**src/rtl/sparse_accum_stage_if.sv**
```systemverilog
// Bus bundle for sparse_accum_stage: fetch-stage input, weight RAM port and result handshake.
// The slave modport is the accumulator's view; master is the surrounding environment.
interface sparse_accum_stage_if;
  logic [31:0] nz;
  logic [31:0] nzposition;
  logic        valid;
  logic        layer_done;
  logic        next_stage_rdy;
  logic [15:0] wt_addr;
  logic [31:0] wt_rddata;
  logic [31:0] out_data;
  logic [15:0] out_row;
  logic        out_valid;
  logic        out_ready;
  logic        acc_done;

  modport master (
    output nz, nzposition, valid, layer_done, wt_rddata, out_ready,
    input  next_stage_rdy, wt_addr, out_data, out_row, out_valid, acc_done
  );

  modport slave (
    input  nz, nzposition, valid, layer_done, wt_rddata, out_ready,
    output next_stage_rdy, wt_addr, out_data, out_row, out_valid, acc_done
  );
endinterface

```
**src/rtl/sparse_accum_stage.sv**
```systemverilog
// sparse_accum_stage: buffers sparse nonzeros, multiplies them by fetched weights and emits per-row sums.
// Define SPARSE_ACC_SAT_EN for saturating accumulation; the default build wraps modulo 2^32.
module sparse_accum_stage (
  input  logic                clk,
  input  logic                reset,
  sparse_accum_stage_if.slave bus
);

  typedef enum logic [1:0] {IDLE, ACCUM, DONE} state_t;

  localparam logic [31:0] SENTINEL = 32'hFFFF_FFFF;
  localparam logic [2:0]  DEPTH    = 3'd4;

  state_t state, state_next;

  logic [63:0] fifo_mem [4];
  logic [1:0]  wr_ptr, rd_ptr;
  logic [2:0]  count, count_next;
  logic [63:0] head;
  logic        head_sentinel;
  logic        push, pop;

  logic        mul_pending;
  logic [31:0] mul_nz;
  logic [15:0] mul_row;
  logic [31:0] prod_low;

  logic        prod_valid;
  logic [31:0] prod;
  logic [15:0] prod_row;
  logic        prod_consume;

  logic [31:0] acc, acc_next, acc_sum, wrap_sum;
  logic [15:0] cur_row, cur_row_next;
  logic        sentinel_seen, flush_ready;

  logic        out_valid_q, out_valid_next, out_free, load_out;
  logic [31:0] out_data_q;
  logic [15:0] out_row_q;
  logic        rdy_q, acc_done_q;
  logic        unused_layer_done;

  assign unused_layer_done = bus.layer_done;

  assign head          = fifo_mem[rd_ptr];
  assign head_sentinel = (head[31:0] == SENTINEL);
  assign push          = bus.valid && (count != DEPTH);
  // Only one product may be in flight: weight data is valid for a single cycle.
  assign pop           = (count != 3'd0) && !mul_pending && (!prod_valid || prod_consume)
                         && (state != DONE) && !sentinel_seen;
  assign bus.wt_addr   = (pop && !head_sentinel) ? head[15:0] : 16'd0;

  // Low 32 bits of a product are identical for signed and unsigned operands.
  assign prod_low = mul_nz * bus.wt_rddata;
  assign wrap_sum = acc + prod;

`ifdef SPARSE_ACC_SAT_EN
  always_comb begin
    acc_sum = wrap_sum;
    if ((acc[31] == prod[31]) && (wrap_sum[31] != acc[31]))
      acc_sum = acc[31] ? 32'h8000_0000 : 32'h7FFF_FFFF;
  end
`else
  assign acc_sum = wrap_sum;
`endif

  assign out_free       = !out_valid_q || bus.out_ready;
  assign flush_ready    = sentinel_seen && !mul_pending && !prod_valid;
  assign out_valid_next = load_out || (out_valid_q && !bus.out_ready);

  always_comb begin
    state_next   = state;
    acc_next     = acc;
    cur_row_next = cur_row;
    prod_consume = 1'b0;
    load_out     = 1'b0;
    case (state)
      IDLE: begin
        if (prod_valid) begin
          prod_consume = 1'b1;
          acc_next     = prod;
          cur_row_next = prod_row;
          state_next   = ACCUM;
        end else if (flush_ready) begin
          state_next = DONE;
        end
      end
      ACCUM: begin
        if (prod_valid) begin
          if (prod_row == cur_row) begin
            prod_consume = 1'b1;
            acc_next     = acc_sum;
          end else if (out_free) begin
            prod_consume = 1'b1;
            load_out     = 1'b1;
            acc_next     = prod;
            cur_row_next = prod_row;
          end
        end else if (flush_ready && out_free) begin
          load_out   = 1'b1;
          state_next = DONE;
        end
      end
      DONE:    state_next = DONE;
      default: state_next = IDLE;
    endcase
  end

  always_comb begin
    count_next = count;
    if (push && !pop)
      count_next = count + 3'd1;
    else if (pop && !push)
      count_next = count - 3'd1;
  end

  always_ff @(posedge clk or negedge reset) begin
    if (!reset) state <= IDLE;
    else        state <= state_next;
  end

  always_ff @(posedge clk) begin
    if (push) fifo_mem[wr_ptr] <= {bus.nz, bus.nzposition};
  end

  always_ff @(posedge clk or negedge reset) begin
    if (!reset) begin
      wr_ptr <= 2'd0;
      rd_ptr <= 2'd0;
      count  <= 3'd0;
      rdy_q  <= 1'b0;
    end else begin
      if (push) wr_ptr <= wr_ptr + 2'd1;
      if (pop)  rd_ptr <= rd_ptr + 2'd1;
      count <= count_next;
      rdy_q <= (count_next <= 3'd2) && (state_next != DONE);
    end
  end

  always_ff @(posedge clk or negedge reset) begin
    if (!reset) begin
      mul_pending   <= 1'b0;
      mul_nz        <= 32'd0;
      mul_row       <= 16'd0;
      prod_valid    <= 1'b0;
      prod          <= 32'd0;
      prod_row      <= 16'd0;
      acc           <= 32'd0;
      cur_row       <= 16'd0;
      sentinel_seen <= 1'b0;
      out_valid_q   <= 1'b0;
      out_data_q    <= 32'd0;
      out_row_q     <= 16'd0;
      acc_done_q    <= 1'b0;
    end else begin
      mul_pending <= pop && !head_sentinel;
      if (pop) begin
        mul_nz  <= head[63:32];
        mul_row <= head[31:16];
      end
      if (pop && head_sentinel) sentinel_seen <= 1'b1;

      if (mul_pending) begin
        prod_valid <= 1'b1;
        prod       <= prod_low;
        prod_row   <= mul_row;
      end else if (prod_consume) begin
        prod_valid <= 1'b0;
      end

      acc     <= acc_next;
      cur_row <= cur_row_next;

      if (load_out) begin
        out_data_q <= acc;
        out_row_q  <= cur_row;
      end
      out_valid_q <= out_valid_next;
      acc_done_q  <= acc_done_q || ((state_next == DONE) && !out_valid_next);
    end
  end

  assign bus.next_stage_rdy = rdy_q;
  assign bus.out_valid      = out_valid_q;
  assign bus.out_data       = out_data_q;
  assign bus.out_row        = out_row_q;
  assign bus.acc_done       = acc_done_q;

endmodule

```
**src/flat_wrapper.sv**
```systemverilog
// flat-port wrapper written by rule: the top's interface ports become plain ports
module sparse_accum_stage_flat 
  (clk, reset, bus_nz, bus_nzposition, bus_valid, bus_layer_done, bus_wt_rddata, bus_out_ready, bus_next_stage_rdy, bus_wt_addr, bus_out_data, bus_out_row, bus_out_valid, bus_acc_done);
  sparse_accum_stage_if bus_i ();
  input  logic clk;
  input  logic reset;
  input wire logic [$bits(bus_i.nz)-1:0] bus_nz;
  input wire logic [$bits(bus_i.nzposition)-1:0] bus_nzposition;
  input wire logic [$bits(bus_i.valid)-1:0] bus_valid;
  input wire logic [$bits(bus_i.layer_done)-1:0] bus_layer_done;
  input wire logic [$bits(bus_i.wt_rddata)-1:0] bus_wt_rddata;
  input wire logic [$bits(bus_i.out_ready)-1:0] bus_out_ready;
  output wire logic [$bits(bus_i.next_stage_rdy)-1:0] bus_next_stage_rdy;
  output wire logic [$bits(bus_i.wt_addr)-1:0] bus_wt_addr;
  output wire logic [$bits(bus_i.out_data)-1:0] bus_out_data;
  output wire logic [$bits(bus_i.out_row)-1:0] bus_out_row;
  output wire logic [$bits(bus_i.out_valid)-1:0] bus_out_valid;
  output wire logic [$bits(bus_i.acc_done)-1:0] bus_acc_done;
  assign bus_i.nz = bus_nz;
  assign bus_i.nzposition = bus_nzposition;
  assign bus_i.valid = bus_valid;
  assign bus_i.layer_done = bus_layer_done;
  assign bus_i.wt_rddata = bus_wt_rddata;
  assign bus_i.out_ready = bus_out_ready;
  assign bus_next_stage_rdy = bus_i.next_stage_rdy;
  assign bus_wt_addr = bus_i.wt_addr;
  assign bus_out_data = bus_i.out_data;
  assign bus_out_row = bus_i.out_row;
  assign bus_out_valid = bus_i.out_valid;
  assign bus_acc_done = bus_i.acc_done;
  sparse_accum_stage u_core (.clk(clk), .reset(reset), .bus(bus_i));
endmodule
```
**config.mk**
```make
export PLATFORM = sky130hd
export DESIGN_NAME = sparse_accum_stage_flat
export DESIGN_NICKNAME = d
export VERILOG_FILES = /design/src/rtl/sparse_accum_stage_if.sv /design/src/rtl/sparse_accum_stage.sv /design/src/flat_wrapper.sv
export SDC_FILE = /design/constraint.sdc
export NUM_CORES = 2
export LEC_CHECK = 0
export CAP_MARGIN = 20
export CORE_AREA = 2 2 282 284
export CTS_CLUSTER_SIZE = 14
export DETAILED_ROUTE_END_ITERATION = 10
export DIE_AREA = 0 0 284 286
export GPL_ROUTABILITY_DRIVEN = 1
export GPL_TIMING_DRIVEN = 1
export PLACE_DENSITY = 0.71
export SLEW_MARGIN = 10
export SYNTH_ARGS = -nofsm -noshare
export SYNTH_HDL_FRONTEND = slang
export SYNTH_SLANG_ARGS = --single-unit
```
**constraint.sdc**
```tcl
create_clock -name clk -period 9.2 [get_ports clk]
set_clock_uncertainty 0.15 [all_clocks]
set_input_delay 1.38 -clock clk [delete_from_list [all_inputs] [get_ports clk]]
set_output_delay 1.38 -clock clk [all_outputs]
set_load 0.02 [all_outputs]
```
Yosys cells after proc, flatten, opt, wreduce, memory -nomap -nowiden --
Memories as Yosys holds them, arrays and structs flattened. Cells that the tools add are included.
Storage, ports and cells: output and inout port bits 67, input port bits 101, bits in registers 207, RAM bits 256, word-level logic and storage cells 104, memories 1
Memories:
- u_core.fifo_mem | words 4, width 64, rd ports 1, clocked after Yosys merged registers in 0, wr ports 1, line sparse_accum_stage.sv:16 | logic [63:0] fifo_mem [4];
Cells by class: muxes and demuxes 31, equality and inequality tests 13, add/subtract/negate cells 5, reductions and logical operators 34, magnitude comparators 1, multipliers 1
Operators with widths (number):
- two-way mux 32 bit | 4
- two-way mux 16 bit | 5
- case mux 32 bit (2 select lines) | 1
- adder 32 bit | 1
- equality test 32 bit (second input constant) | 1
- multiplier 32 x 32 -> 32 bit | 1
- case mux 16 bit (2 select lines) | 1
- equality test 16 bit | 1
- logical AND 1 bit | 15
- two-way mux 1 bit | 12
- zero test 1 bit | 9
- two-way mux 2 bit | 4
- two-way mux 3 bit | 2
- inequality test 2 x 1 -> 1 bit (second input constant) | 3
- inequality test 2 bit (second input constant) | 3
- case mux 2 bit (3 select lines) | 1
- AND reduction 5 bit | 1
- adder 2 x 1 -> 2 bit (second input constant) | 2
- equality test 2 bit (second input constant) | 2
- logical OR 1 bit | 4
- AND reduction 4 bit | 1
- nonzero test 2 bit | 2
- adder 3 x 1 -> 3 bit (second input constant) | 1
- <= comparator 3 x 2 -> 1 bit (second input constant) | 1
- other kinds (7) | 7

Depth between registers and ports, before layout --
depth in word-level cells 15, depth in mapped cells 29, mapped depth without buffers 26

Least setup slack after synthesis --
Ideal clock, no wire load.
path type input-to-reg, start input port bus_wt_rddata[2], end register u_core.prod[29], slack 1.129 ns, arrival 7.796 ns, library setup time 0.125 ns, stages on the path 27, path buffers 3, data required time 8.925 ns, cell sequence clkbuf_1 clkbuf_1 and2_1 fa_1 inv_1 fa_1 fa_1 fa_1 inv_1 fa_1 inv_1 fa_1 inv_1 fa_1 fa_1 ha_1 clkbuf_1 a21oi_1 o21ai_0 nor2b_1 nor4_1 o21ai_1 nand4_1 nand4b_1 a21oi_1 xnor2_1 mux2_2
On the way: cells in the longest elaborated chain, start to end 1
Ends and longest elaborated chain:
- from (decl) | line flat_wrapper.sv:11 | input wire logic [$bits(bus_i.wt_rddata)-1:0] bus_wt_rddata;
- multiplier 32 x 32 -> 32 bit | line sparse_accum_stage.sv:54 | assign prod_low = mul_nz * bus.wt_rddata;
- to (signal assigned) | line sparse_accum_stage.sv:165 | prod <= prod_low;
- to (decl) | line sparse_accum_stage.sv:29 | logic [31:0] prod;
No other way between the ends. A chain may end at the register's enable or synchronous reset.

Worst setup path in the final report --
start input port bus_wt_rddata[9], end register u_core.prod[29]
Same word-level chain as after synthesis.

==> impl_metrics.ini <==
[min_path]
hp-class = flip-flop to flip-flop
min_delay_path_depth = 1

[sta]
max_freq_ghz = 0.120
final_max_slew_viol_count = 0
slew_headroom_pct = 27.3
holdWs_ns = 0.309
rsz0062_at_grt = false
setup_tns_ns = 0
setup_viol = 0
worst_slew_pin_slew_ns = 1.09
post-route-period-util_pct = 90.9
hold_viol_final = 0
fin_crit_ns = 8.36

[power_and_ir_drop]
power.share.switching_pct = 23.5
ir_worst_vdd_v = 0.000242
p_leak_nw = 17.3
p_sw_w = 0.00113
power_frac_comb_pct = 8.9
seq_power_share_pct = 52.2
p_per_area_nw_per_um2 = 121
intPower_w = 0.00367
clkPwrFrac_pct = 38.9

[setup_path]
worstSetupPathType = primary input to flip-flop
cp-end-kind = flip-flop
cpMostUsedCell = fa_1
reg2reg_depth = 26
startpoint_type = primary input
critPathBufInv = 3
crit_fanout = 7
slowest_delay_ns = 0.89
required_ns = 9.58
cp_top_family = adder cells
worstPathCellList = clkdlybuf4s50_1 -> buf_4 -> nand2_1 -> fa_1 -> fa_1 -> fa_1 -> fa_1 -> fa_1 -> inv_1 -> fa_1 -> fa_1 -> fa_1 -> ha_1 -> nand4_1 -> nor2_1 -> nand3_1 -> o21ai_1 -> nand4_1 -> nand4b_1 -> a21oi_1 -> xnor2_1 -> mux2_2
path_depth = 22
slowest_stage = clkdlybuf4s50_1
arrival_ns = 8.74

[clock_tree]
clock_sinks = 463
post_cts_buffers = 0
clkLatencyLatePin_ns = 0.62
cts_inserted_buffers = 47
cts_tree = yes
hold_buffers = 0
h-tree-depth = 2
clock_path_buffers = 3
cts-root-buf = clkbuf_16
path_clk_slew_ns = 0.06
ctsResizeCount = 0

[final_layout]
nets = 3711
final_area_sq_um = 39600
fin_util_pct = 50.6
drive_above_1_share_pct = 12.7
final_cells = 4128
syn_to_final_growth_pct = 13.3

[detailed_routing]
num_vias = 21401
drc = 0
wirelength_mm = 78.8
via_per_inst = 5.18
ant_nets = 0
drt_iter0_markers = 1080
first_pass_iters = 4
routedWlPerCell_um = 19.1

[logic_synthesis]
yosysTopAreaCell = fa_1
synth_nets = 3554
yosysSeqAreaShare_pct = 36.8
ys_ff_latch = 463
synth_cell_types = 67
synth_top_area_share_pct = 23.4
synth_common_cells = fa_1 (409), inv_1 (400), and2_1 (361)
synth.most_common_cell = fa_1
synth-edff-count = 256
synth_area_leaders = fa_1 (23%), edfxtp_1 (22%), dfrtp_1 (15%)
async_reset_ff_share_pct = 44.7
synthCells = 2883
dominantRegCellSynth = edfxtp_1
syn_avg_cell_area_sq_um = 12.1
yosys_warnings = 0
syn-cell-area_sq_um = 35000

[run]
maxCapViolCount = 0

[global_route]
grt_pass1_vias = 23600
grt_max_degree = 84
globalRoute.totalOverflow = 0
grtUsageTotal_pct = 20.2
grt_antenna_before_repair = 9
grt_pass1_wl_mm = 129

[floorplanning]
die_h_um = 286
dieArea_sq_um = 81200
core-area_sq_um = 78400
num_rows = 103
die_w_um = 284
start_util_pct = 44.7
pin_count = 168

[placed_design]
place.port_buffers = 166
place_area_sq_um = 38100
dp_hpwl_mm = 59.8
dp.cells = 4041
place_congestion = 0.863

[outcome]
status = complete, no violations
metrics by stage:
| stage | power, W | setup slack, ns |
|---|---|---|
| 4_1_cts | 0.00486 | 0.912 |
| 3_3_place_gp | 0.00297 | 0.321 |
| 3_5_place_dp | 0.00299 | 0.283 |
| 6_report | 0.00480 | 0.837 |
| 2_1_floorplan | 0.00277 | 1.13 |
| 5_1_grt | 0.00499 | 0.530 |
layout make-up:
type,count,area [sq um]
repair buffers,245,2280
multi-input cells,1883,20100
diodes,3,7.51
inverters,400,1500
well taps,1050,1310
clock buffers,59,1260
clock inverters,25,278
flip-flops and latches,463,12900
fillers,6950,38700
worst register-to-register path: cells and delay by family, from the launching register on:
kind	cells	cell delay, ns
buf+inv	6	0.71
compound gates	6	1.08
flops	1	0.78
simple gates	3	0.47
xor+xnor	1	0.14
fa+ha+maj	9	3.93
mux	1	0.28
cell families after synthesis:
logic type | after synthesis | share of synthesized area [%]
buffers and inverters | 537 | 5.80
AO/OA/AOI/OAI | 214 | 4.01
flip-flops | 463 | 36.8
AND/OR/NAND/NOR | 720 | 11.0
multiplexers | 247 | 9.92
XOR/XNOR | 132 | 3.30
adder cells (fa/ha/maj) | 570 | 29.2
registers in the layout (all words and copies together) (netlist names), 2 cells and up:
signal               cells
u_core.fifo_mem        256
u_core.cur_row          16
u_core.state             2
u_core.prod             32
u_core.acc              32
u_core.count             3
u_core.wr_ptr            2
u_core.bus.out_row      16
u_core.bus.out_data     32
u_core.prod_row         16
u_core.rd_ptr            2
u_core.mul_row          16
u_core.mul_nz           32
layout by cell type, fill, tap and decap left out, types with 39 or more instances in the layout:
master | Yosys | layout
fa_1 | 409 | 409
inv_1 | 400 | 400
and2_1 | 361 | 361
edfxtp_1 | 256 | 256
nand2_1 | 229 | 229
dfrtp_1 | 207 | 204
clkdlybuf4s50_1 | 0 | 165
ha_1 | 161 | 161
mux2_2 | 153 | 153
xnor2_1 | 93 | 93
buf_4 | 0 | 77
o21ai_0 | 65 | 65
mux4_2 | 64 | 64
a21oi_1 | 50 | 50
clkbuf_16 | 0 | 47
xor2_1 | 39 | 39
path summary, 6_finish.rpt:
| check | start | to | slack [ns] |
|---|---|---|---|
| setup / recovery | bus_wt_rddata[9] | u_core.prod[29] | 0.84 |
| hold / removal | u_core.bus.acc_done | u_core.bus.acc_done | 0.31 |
| setup reg to reg | u_core.mul_nz[9] | u_core.prod[24] | 1.61 |
| hold reg to reg | u_core.bus.acc_done | u_core.bus.acc_done | 0.31 |
| max in group asynchronous | reset | u_core.rd_ptr[1] | 6.95 |
| min in group asynchronous | reset | u_core.bus.out_data[24] | 0.60 |
metal layers:
metal,GRT usage (%),routed length [um],share of wire (%),vias to the layer above
li1,-,-,-,9738
met1,25.1,32000,41,11044
met2,35.8,40300,51,473
met3,3.27,3940,5.0,134
met4,6.66,2480,3.1,12
met5,0,76,0.096,-
power groups by stage:
stage | Clock [W] | Sequential [W] | Combinational (W)
5_1_grt | 0.00200 | 0.00252 | 0.000468
3_3_place_gp | 0 | 0.00254 | 0.000431
6_report | 0.00187 | 0.00251 | 0.000428
2_1_floorplan | 0 | 0.00254 | 0.000228
4_1_cts | 0.00191 | 0.00251 | 0.000439
3_5_place_dp | 0 | 0.00255 | 0.000438
(Power assumes the default switching activity.)
